`config.mk`:
```
export PLATFORM = sky130hd
export DESIGN_NAME = pwm_ramp_ctrl
export DESIGN_NICKNAME = d
export VERILOG_FILES = /design/src/rtl/pwm_ramp_ctrl.sv
export SDC_FILE = /design/constraint.sdc
export NUM_CORES = 1
export LEC_CHECK = 0
export CAP_MARGIN = 30
export CORE_ASPECT_RATIO = 1.75
export CORE_MARGIN = 2
export CORE_UTILIZATION = 32
export CTS_BUF_LIST = sky130_fd_sc_hd__clkbuf_4 sky130_fd_sc_hd__clkbuf_8
export CTS_CLUSTER_SIZE = 16
export DETAILED_ROUTE_END_ITERATION = 10
export PLACE_DENSITY_LB_ADDON = 0.08
export RECOVER_POWER = 50
export REMOVE_ABC_BUFFERS = 1
export SLEW_MARGIN = 15
export SYNTH_ARGS = -nofsm -noshare
export SYNTH_HDL_FRONTEND = slang
export SYNTH_SLANG_ARGS = --single-unit
```
`constraint.sdc`:
```
create_clock -name clk -period 10.2 [get_ports clk]
set_input_delay 1.53 -clock clk [delete_from_list [all_inputs] [get_ports clk]]
set_output_delay 1.53 -clock clk [all_outputs]
set_load 0.02 [all_outputs]
```
`src/rtl/pwm_ramp_ctrl.sv`:
```
// Slew-rate limiter for the pwm duty word: accepts targets over valid/ready and walks
// duty_out toward them by a fixed step once every div enabled cycles; estop zeroes at once.
module pwm_ramp_ctrl #(
  parameter int nbits = 16,
  parameter int step  = 64,
  parameter int div   = 4800
) (
  input  logic             clk,
  input  logic             rst,
  input  logic             en,
  input  logic [nbits-1:0] tgt_in,
  input  logic             tgt_valid,
  output logic             tgt_ready,
  input  logic             estop,
  output logic [nbits-1:0] duty_out,
  output logic             busy,
  output logic             done
);

  typedef enum logic [1:0] {IDLE, RAMP, STOP} state_t;

  localparam int cw = (div > 1) ? $clog2(div) : 1;
  localparam logic [cw-1:0]         cnt_last = cw'(div - 1);
  localparam logic signed [nbits:0] step_s   = (nbits + 1)'(step);
  localparam logic [nbits-1:0]      step_u   = nbits'(step);

  state_t                  state_reg;
  logic [nbits-1:0]        duty_reg;
  logic [nbits-1:0]        target_reg;
  logic [cw-1:0]           cnt_reg;
  logic                    busy_reg;
  logic                    done_reg;

  logic                    accept;
  logic                    tick;
  logic                    last_step;
  logic signed [nbits:0]   diff;
  logic [nbits-1:0]        duty_next;

  assign tgt_ready = !rst && !estop && (state_reg != STOP);
  assign accept    = tgt_valid && tgt_ready;
  assign tick      = en && (cnt_reg == cnt_last);

  // One extra bit keeps the distance signed so both directions share one comparison.
  assign diff      = $signed({1'b0, target_reg}) - $signed({1'b0, duty_reg});
  assign last_step = (diff <= step_s) && (diff >= -step_s);

  always_comb begin
    duty_next = target_reg;
    if (diff > step_s)
      duty_next = duty_reg + step_u;
    else if (diff < -step_s)
      duty_next = duty_reg - step_u;
  end

  always_ff @(posedge clk) begin
    if (rst) begin
      state_reg  <= IDLE;
      duty_reg   <= '0;
      target_reg <= '0;
      cnt_reg    <= '0;
      busy_reg   <= 1'b0;
      done_reg   <= 1'b0;
    end else begin
      done_reg <= 1'b0;
      if (estop) begin
        state_reg  <= STOP;
        duty_reg   <= '0;
        target_reg <= '0;
        cnt_reg    <= '0;
        busy_reg   <= 1'b0;
      end else begin
        case (state_reg)
          STOP: begin
            state_reg <= IDLE;
          end
          IDLE: begin
            if (accept) begin
              target_reg <= tgt_in;
              cnt_reg    <= '0;
              if (tgt_in == duty_reg) begin
                done_reg <= 1'b1;
              end else begin
                state_reg <= RAMP;
                busy_reg  <= 1'b1;
              end
            end
          end
          RAMP: begin
            // A new target restarts the tick spacing; any coincident tick is dropped.
            if (accept) begin
              target_reg <= tgt_in;
              cnt_reg    <= '0;
              if (tgt_in == duty_reg) begin
                state_reg <= IDLE;
                busy_reg  <= 1'b0;
                done_reg  <= 1'b1;
              end
            end else if (en) begin
              if (tick) begin
                cnt_reg  <= '0;
                duty_reg <= duty_next;
                if (last_step) begin
                  state_reg <= IDLE;
                  busy_reg  <= 1'b0;
                  done_reg  <= 1'b1;
                end
              end else begin
                cnt_reg <= cnt_reg + 1'b1;
              end
            end
          end
          default: begin
            state_reg <= IDLE;
            busy_reg  <= 1'b0;
          end
        endcase
      end
    end
  end

  assign duty_out = duty_reg;
  assign busy     = busy_reg;
  assign done     = done_reg;

endmodule

```
==> summary.txt, run 1 <==
Power and ir drop
  • Leak pwr: between 1.5 and 2 nW
  • PwrDens: roughly 100 mW/mm^2
  • Total Power: between 0.4 and 0.5 mW
  • Max VDD drop: between 0.1 and 0.15 mV

CTS
  • CTS max path bufs: 2
  • # resized after CTS: 0
  • Skew-Pair Late Insertion Delay: 320 ps
  • CTS Sinks: slightly below 50
  • H-tree Lvls: 2
  • Clk slew on worst S/H paths: about 110 ps
  • Clock Tree Root: clkbuf_8
  • Post-CTS setup buffer count: 0
  • Cts hold-fix bufs: 0
  • CTS Buf Count: 5
  • CTS tree: built

Worst hold path
  • Min-Delay Path Depth: 2
  • Hold WC Path Type: flop to flop
  • HP Start: target_reg[15]$_SDFFE_PP0P_

Synthesis
  • Top post-synthesis cells by area: dfxtp_1 28%, ha_1 6.8%, nand2_1 6.2%, a21oi_1 5.1%, o21ai_0 5.1%
  • Number of synthesized flops with an enable pin: 0
  • Post-Syn Area per Cell: ~7.6 sq um
  • Yosys warns: 0
  • Synth Instances: between 400 and 500
  • Yosys reg bits: 49
  • Netlist cell types: between 60 and 70
  • Cell Area, Synth: approximately 0.0035 sq mm
  • Register area share after synthesis: between 20% and 30%
  • Dominant cell type by area after synthesis: dfxtp_1
  • Async SR Flop Fraction: 0%
  • Commonest register cell after synthesis: dfxtp_1
  • Top-area cell type share of the netlist area: roughly 28%

STA
  • Final Hold Fails: 0
  • Slew HR: 11.9%
  • Final setup margin: between 4000 and 5000 ps
  • Part of the cycle the worst path needs: 51.6%
  • Setup tns final: 0 ps
  • Post-layout min period: roughly 5300 ps
  • Worst slew pin tran: 1320 ps
  • Max Freq: roughly 0.19 GHz
  • Unrepaired setup endpoints after global routing: no
  • Worst clock skew: 10.7 ps
  • Slew Viols, Final: 0
  • Final setup violation count: 0

Worst setup path
  • Critical path fanouts, max: 33
  • CP arrival: 5530 ps
  • WP data required: around 10000 ps
  • R2r worst-path depth: 12
  • Critical path launch point type: input pin
  • Crit. End Element: flop
  • Reg-to-reg startpoint: duty_out[8]$_SDFFE_PP0P_
  • Critical setup path kind: input pin to flop
  • CP Launch Point: estop

Die
  • DIE HEIGHT: around 140 um
  • Core Box Area: approximately 0.011 sq mm
  • Die X: between 80 and 90 um
  • Rows: 50
  • Die area: between 0.01 and 0.015 sq mm
  • Ports: 40
  • Initial core utilization: between 30% and 40%

Detailed routing
  • Final WL: 10700 um
  • Starting DRT DRC Count: 230
  • DRC viols: 0
  • Routed Antenna Nets: 0
  • DR WL/cell: about 17 um
  • Initial DRT Pass Iterations: 8
  • Routed via count: about 3500
  • Vias/cell: approximately 5.6

Final layout
  • Nets: 533
  • Layout cells sized above 1: roughly 4%
  • Most frequent cells in the layout: 58 x nand2_1, 49 x dfxtp_1, 36 x a21oi_1, 36 x o21ai_0, 35 x nor2_1
  • Fin cells: between 600 and 700
  • Final instance area: about 0.0041 sq mm
  • Most common cell after layout, fill and taps aside: nand2_1
  • Ant. Diodes: 0
  • Layout fillers: 1130
  • Area Overhead vs Synth: 16.0%

Global routing
  • Global-route wire length before repair: around 17000 um
  • GRT overflow: 0
  • Largest net degree at the start of global routing: 34
  • Initial antenna violation count: 0
  • Number of global-route vias before repair: between 3000 and 4000
  • Total GRT Usage: about 18%

Run
  • Max Cap Viol: 0

Place
  • DP Wirelength: 8310 um
  • RD Place Congestion: 0.828
  • Placed Instances: between 600 and 700
  • Pre-CTS setup slack: between 5000 and 6000 ps
  • PortBufs: 39
  • Placed inst area: 0.00399 sq mm

Run status
  • Status: finished clean
final timing paths:
path / endpoint / slack, ps
max reg2reg: duty_out[0]$_SDFFE_PP0P_ / 5710
max: cnt_reg[11]$_SDFFE_PP0P_ / 4940
min: target_reg[15]$_SDFFE_PP0P_ / 490
min reg2reg: target_reg[15]$_SDFFE_PP0P_ / 490
critical path, cell delays in order:
cell and delay (ps):
dlygate4sd3_1 560, nor2_1 110, clkbuf_1 760, nand2_1 270, nor2_2 130, clkbuf_1 970, a21o_1 320, nand4_1 310
or3_1 430, a21oi_1 130
Yosys cell counts, drive strengths merged, types with 4 or more instances:
cell type,count
nand3,8
inv,23
nor4,7
xnor2,20
ha,19
and2,4
o21ai,37
nor2b,9
a221oi,6
a21boi,4
nor3,12
clkbuf,16
dfxtp,49
and3,12
or3,10
nand4,11
xor2,9
o31ai,4
nor2,37
a31oi,10
buf,7
nand2,58
a21oi,37
a21o,6
power by group:
part,switching [mW],leakage (nW),internal (mW)
logic,0.0598,1.07,0.0450
registers,0.00275,0.396,0.194
clock network,0.0756,0.0506,0.0514
total,0.138,1.52,0.290
area by class of cell:
cell class | instances | area (sq um) | area share [%]
multi-input combinational | 370 | 2340 | 57.4
sequential | 49 | 981 | 24.0
timing repair buffer | 43 | 413 | 10.1
tap | 130 | 163 | 3.98
inverter | 23 | 86.3 | 2.11
clock buffer | 5 | 68.8 | 1.69
clock inverter | 3 | 28.8 | 0.705
through the flow:
stage          utilization, %  hold WS (ps)
6_report                 38.2           494
5_1_grt                  38.2           533
3_5_place_dp             37.3           486
2_1_floorplan               -           452
4_1_cts                  38.2           501
3_3_place_gp             37.3           480
kinds of logic (layout without fill, tap and decap cells):
kind of cell    after synthesis  in the layout  share of synthesized area (%)
fa+ha+maj                    20             20                           7.32
flops                        49             49                           27.9
simple gates                180            180                           25.1
xor+xnor                     29             29                           7.22
buf+inv                      46             74                           5.65
mux                           5              5                           1.60
compound gates              136            136                           25.2
per-layer routing:
layer | track usage, % | share of wire, % | vias up
met5 | 0 | 0 | -
met2 | 34.9 | 54 | 94
met1 | 19.9 | 40 | 1649
met3 | 1.68 | 2.8 | 21
met4 | 7.77 | 3.1 | 0
li1 | - | - | 1746
Power figures use the tool's default switching activity.
==> run 2, diff against run 1 <==
==> constraint.sdc (replaced) <==
create_clock -name clk -period 5.29 [get_ports clk]
set_input_delay 0.7935 -clock clk [delete_from_list [all_inputs] [get_ports clk]]
set_output_delay 0.7935 -clock clk [all_outputs]
set_load 0.02 [all_outputs]
==> run 2 against run 1 <==
Effect of this change:
- final cell count grew 0.48%
- clock power up 80%
- total power increased by 89%
- combinational power up 91%
- setup slack got worse by 3900 ps
- flip-flop and latch count stayed put
- wire length is 0.11% lower
- critical path type is now flop to flop
- largest cell class unchanged
- largest power group unchanged
==> summary.txt, run 2 (synthesis gave the netlist of run 1 again) <==
Place
  • DP Wirelength: approximately 8300 um
  • Placed Instances: 618
  • RD Place Congestion: approximately 0.85
  • PortBufs: 39

STA
  • Setup tns final: 0 ps
  • Part of the cycle the worst path needs: between 80% and 90%
  • Slew Viols, Final: 0
  • Final Hold Fails: 0
  • Max Freq: ~0.23 GHz
  • Post-layout min period: roughly 4300 ps
  • Slew HR: approximately 17%
  • Worst clock skew: between 5 and 6 ps
  • Final setup violation count: 0
  • Unrepaired setup endpoints after global routing: no
  • Worst slew pin tran: 1250 ps

Global routing
  • Largest net degree at the start of global routing: 33
  • Global-route wire length before repair: 17400 um
  • Number of global-route vias before repair: approximately 3500
  • Total GRT Usage: between 10% and 20%
  • Initial antenna violation count: 0
  • GRT overflow: 0

CTS
  • Skew-Pair Late Insertion Delay: ~310 ps
  • Clk slew on worst S/H paths: ~90 ps
  • H-tree Lvls: 2
  • Clock Tree Root: clkbuf_8
  • Cts hold-fix bufs: 0
  • CTS Buf Count: 5
  • # resized after CTS: 0
  • CTS Sinks: 49
  • Post-CTS setup buffer count: 0
  • CTS max path bufs: 2
  • CTS tree: built

Die
  • Rows: 50
  • DIE HEIGHT: 143 um
  • Die area: 0.0119 sq mm
  • Core Box Area: 0.0107 sq mm
  • Ports: 40
  • Die X: 83.3 um
  • Initial core utilization: approximately 33%

Worst setup path
  • Crit. End Element: flop
  • Worst R2R End: duty_out[0]$_SDFFE_PP0P_
  • R2r worst-path depth: 12
  • Critical path fanouts, max: 19
  • Critical setup path kind: flop to flop
  • R2R setup slack: approximately 1000 ps
  • CP arrival: 4470 ps
  • CP Launch Point: duty_out[8]$_SDFFE_PP0P_
  • WP data required: ~5500 ps
  • Reg-to-reg startpoint: duty_out[8]$_SDFFE_PP0P_
  • Setup crit end: duty_out[0]$_SDFFE_PP0P_
  • Critical path launch point type: flop

Worst hold path
  • Hold WC Path Type: flop to flop

Power and ir drop
  • Flop pwr share: a little under half
  • Switch share: around 31%
  • Gate power share: about 25%
  • Max VDD drop: roughly 0.14 mV
  • Switching power: ~0.25 mW
  • Leak pwr: 1.53 nW
  • PwrDens: 198 mW/mm^2
  • Pint: 0.558 mW
  • Clock power share: between 20 and 30%

Detailed routing
  • Routed Antenna Nets: 0
  • DRC viols: 0
  • Final WL: 10700 um
  • Vias/cell: roughly 5.5
  • Routed via count: around 3400
  • Initial DRT Pass Iterations: 4
  • DR WL/cell: between 15 and 20 um
  • Starting DRT DRC Count: roughly 190

Final layout
  • Layout cells sized above 1: 4.44%
  • Register area: ~1000 sq um
  • Area occupied by multi-input gates: about 0.0023 sq mm
  • Most frequent cells in the layout: 58 x nand2_1, 49 x dfxtp_1, 36 x nor2_1, 36 x a21oi_1, 36 x o21ai_0
  • Fin cells: 626
  • Finished Core Util: a little under two fifths
  • Layout fillers: between 1000 and 1500
  • Most common cell after layout, fill and taps aside: nand2_1
  • Ant. Diodes: 0
  • Nets: 536
  • Area Overhead vs Synth: 16.2%

Run
  • Max Cap Viol: 0

Run status
  • Status: finished clean
[run 2: worst min-delay path by stage]
stage                                           start  depth (start not counted)                          end
after floorplan           target_reg[13]$_SDFFE_PP0P_                          2  target_reg[13]$_SDFFE_PP0P_
after global placement        cnt_reg[9]$_SDFFE_PP0P_                          2      cnt_reg[9]$_SDFFE_PP0P_
after detailed placement   target_reg[5]$_SDFFE_PP0P_                          2   target_reg[5]$_SDFFE_PP0P_
after CTS                  target_reg[5]$_SDFFE_PP0P_                          2   target_reg[5]$_SDFFE_PP0P_
after global routing          cnt_reg[1]$_SDFFE_PP0P_                          2      cnt_reg[1]$_SDFFE_PP0P_
final                      target_reg[5]$_SDFFE_PP0P_                          2   target_reg[5]$_SDFFE_PP0P_
[run 2: layout make-up]
class,count,area share (%)
Sequential cell,49,24.0
Inverter,23,2.11
Timing Repair Buffer,46,10.6
Clock inverter,2,0.245
Tap cell,130,3.98
Clock buffer,6,1.87
Multi-Input combinational cell,370,57.2
[run 2: routing by layer]
metal  routed length [um]  global-route usage, %  up-vias
met2                 5620                   34.8       53
li1                     -                      -     1759
met1                 4370                   19.4     1618
met5                    0                      0        -
met3                  277                   2.72       18
met4                  391                   8.11        0
[run 2: stage by stage]
stage          setup slack [ps]  hold WS [ps]  power [mW]  instance area (sq um)
2_1_floorplan              1360           452       0.520                   3410
3_3_place_gp               1110           474       0.590                   4020
3_5_place_dp               1060           478       0.588                   4020
4_1_cts                    1020           490       0.818                   4100
5_1_grt                     729           517       0.855                   4090
6_report                   1020           485       0.808                   4090
[run 2: critical path, stage by stage, from the launching register on]
cell	delay, ps
dfxtp_1	470
inv_1	160
ha_1	410
a21o_1	260
a31o_1	260
a221o_1	300
or3_1	330
a222oi_1	350
and4_1	470
mux2_4	400
and2_1	450
mux2i_1	240
nor2_1	50
[run 2: power groups by stage]
stage | clock (mW) | sequential [mW] | combinational (mW)
3_3_place_gp | 0 | 0.388 | 0.203
4_1_cts | 0.238 | 0.379 | 0.201
3_5_place_dp | 0 | 0.388 | 0.200
6_report | 0.229 | 0.379 | 0.201
5_1_grt | 0.253 | 0.380 | 0.222
2_1_floorplan | 0 | 0.386 | 0.133
==> run 3, diff against run 2 <==
==> constraint.sdc (replaced) <==
create_clock -name clk -period 4.1 [get_ports clk]
set_input_delay 0.615 -clock clk [delete_from_list [all_inputs] [get_ports clk]]
set_output_delay 0.615 -clock clk [all_outputs]
set_load 0.02 [all_outputs]
==> run 3 against run 2 <==
Effect of this change:
- final cell count is 0.80% higher
- global-route usage is 0.37 points higher
- worst hold slack better by 12 ps
- fmax is 12% higher
- design area is 1.3% higher
- first-iteration DRC count is 24% lower
- sequential power is 29% higher
- largest cell class unchanged
- highest routed layer unchanged
==> summary.txt, run 3 (synthesis gave the netlist of run 1 again) <==
Run
  • Max Cap Viol: 0

Power and ir drop
  • Switching power: approximately 0.33 mW
  • Clock power share: 28.6%
  • Flop pwr share: a little under half
  • Leak pwr: 1.56 nW
  • Max VDD drop: 0.193 mV
  • Switch share: 31.0%
  • PwrDens: 256 mW/mm^2
  • Pint: around 0.73 mW
  • Total Power: 1.06 mW
  • Gate power share: 25.4%

Detailed routing
  • DRC viols: 0
  • DR WL/cell: 17.1 um
  • Routed Antenna Nets: 0
  • Final WL: ~11000 um
  • Vias/cell: 5.55
  • Starting DRT DRC Count: about 140
  • Routed via count: around 3500
  • Initial DRT Pass Iterations: 4

Worst setup path
  • Critical path launch point type: flop
  • Crit-path most repeated cell: a221o_1
  • Crit path largest cell delay: 480 ps
  • R2r worst-path depth: 13
  • Worst R2R End: duty_out[12]$_SDFFE_PP0P_
  • CP arrival: roughly 4000 ps
  • Family with the most delay on the worst path: compound AO/OA/AOI/OAI gates
  • Crit path buf inv count: 2
  • Crit path max-delay cell type: dfxtp_1
  • CP Cell Sequence: inv_1, ha_1, a21o_1, a31o_1, a221o_1, or3_1, a222oi_1, and4_1, buf_4, nor2_2, a221o_1, o41ai_1, a221oi_1
  • Critical setup path kind: flop to flop
  • Crit. End Element: flop
  • WP data required: roughly 4300 ps
  • R2R setup slack: between 200 and 300 ps
  • Reg-to-reg startpoint: duty_out[8]$_SDFFE_PP0P_
  • Critical path fanouts, max: 11

Place
  • PortBufs: 39
  • DP Wirelength: 8460 um
  • Pre-CTS setup slack: 346 ps
  • RD Place Congestion: 0.802
  • Placed Instances: between 600 and 700

Global routing
  • Global-route wire length before repair: between 15000 and 20000 um
  • Number of global-route vias before repair: roughly 3500
  • Initial antenna violation count: 0
  • GRT overflow: 0
  • Largest net degree at the start of global routing: 33
  • Total GRT Usage: around 19%

Die
  • Initial core utilization: 32.9%
  • Core Box Area: about 0.011 sq mm
  • Die area: between 0.01 and 0.015 sq mm
  • Rows: 50
  • Ports: 40
  • DIE HEIGHT: ~140 um
  • Die X: ~83 um

Final layout
  • Ant. Diodes: 0
  • Fin cells: approximately 630
  • Most common cell after layout, fill and taps aside: nand2_1
  • Nets: 542
  • Layout cells sized above 1: under 10%
  • Most frequent cells in the layout: 58 x nand2_1, 49 x dfxtp_1, 36 x nor2_1, 36 x a21oi_1, 36 x o21ai_0
  • Area Overhead vs Synth: 17.8%

STA
  • Final setup margin: between 200 and 300 ps
  • Slew HR: between 10% and 20%
  • Unrepaired setup endpoints after global routing: no
  • Final setup violation count: 0
  • Worst clock skew: 7.56 ps
  • Worst slew pin tran: 1290 ps
  • Setup tns final: 0 ps
  • Slew Viols, Final: 0
  • Final Hold Fails: 0
  • Part of the cycle the worst path needs: 93.2%
  • Post-layout min period: approximately 3800 ps
  • Max Freq: roughly 0.26 GHz

Run status
  • Status: finished clean

CTS
  • CTS Buf Count: 5
  • Skew-Pair Late Insertion Delay: approximately 310 ps
  • CTS Sinks: 49
  • Clk slew on worst S/H paths: 90 ps
  • Clock Tree Root: clkbuf_8
  • Post-CTS setup buffer count: 0
  • H-tree Lvls: 2
  • CTS tree: built
  • CTS max path bufs: 2

Worst hold path
  • Min-Delay Path Depth: 2
  • Hold WC Path Type: flop to flop
  • HP Start: target_reg[5]$_SDFFE_PP0P_
  • Worst Hold Endpoint: target_reg[5]$_SDFFE_PP0P_
-- run 3: changes by cell type in the layout (fill, tap and decap cells not counted), sizes merged --
cell | before | now
clkdlybuf4s50 | 21 | 20
dlygate4sd3 | 18 | 19
buf | 5 | 11
clkinv | 2 | 0
clkinvlp | 0 | 1
-- run 3: worst register-to-register path, delay by kind of cell (launching register included) --
family	cells	cell delay, ps
AO/OA/AOI/OAI	7	1730
AND/OR/NAND/NOR	3	720
flip-flops	1	480
adder cells (fa/ha/maj)	1	420
buffers and inverters	2	340
-- run 3: worst max-delay path by stage --
stage,cells past startpoint,to,startpoint
detailed placement,13,duty_out[12]$_SDFFE_PP0P_,duty_out[6]$_SDFFE_PP0P_
global route,13,duty_out[12]$_SDFFE_PP0P_,duty_out[8]$_SDFFE_PP0P_
global placement,12,duty_out[0]$_SDFFE_PP0P_,duty_out[6]$_SDFFE_PP0P_
finish,13,duty_out[12]$_SDFFE_PP0P_,duty_out[8]$_SDFFE_PP0P_
floorplan,7,cnt_reg[0]$_SDFFE_PP0P_,estop
CTS,12,duty_out[0]$_SDFFE_PP0P_,duty_out[6]$_SDFFE_PP0P_
-- run 3: final cells by class --
class,instances,area [sq um]
clock buffer,6,82.6
clock inverter,1,7.51
fill,1158,6550
inverter,23,86.3
multi-input combinational,370,2350
sequential,49,981
tap,130,163
timing repair buffer,52,480
-- run 3: timing repair --
action                                  in CTS  in global routing
hold endpoints to repair                     0                  0
hold buffers                                 0                  0
resized for setup                            0                  2
endpoints found under the setup margin       0                 11
-- run 3: through the flow --
| stage | utilization [%] | cell area [sq um] | hold slack (ps) |
|---|---|---|---|
| after global routing | 38.8 | 4150 | 533 |
| after CTS | 38.8 | 4150 | 499 |
| final | 38.8 | 4150 | 496 |
| after floorplan | - | 3410 | 452 |
| after detailed placement | 38.0 | 4060 | 485 |
| after global placement | 38.0 | 4060 | 475 |
-- run 3: layer usage --
layer | vias to the layer above | global-route usage, % | wire [um]
met5 | - | 0 | 0
met1 | 1651 | 20.7 | 4370
met4 | 0 | 8.37 | 335
met3 | 19 | 2.31 | 322
met2 | 69 | 34.8 | 5780
li1 | 1762 | - | -
-- run 3: power by group through the flow --
stage / clock [mW] / combinational [mW] / sequential (mW)
detailed placement: 0 / 0.266 / 0.500
global placement: 0 / 0.267 / 0.500
CTS: 0.316 / 0.267 / 0.489
global route: 0.330 / 0.297 / 0.490
floorplan: 0 / 0.172 / 0.498
finish: 0.304 / 0.270 / 0.489
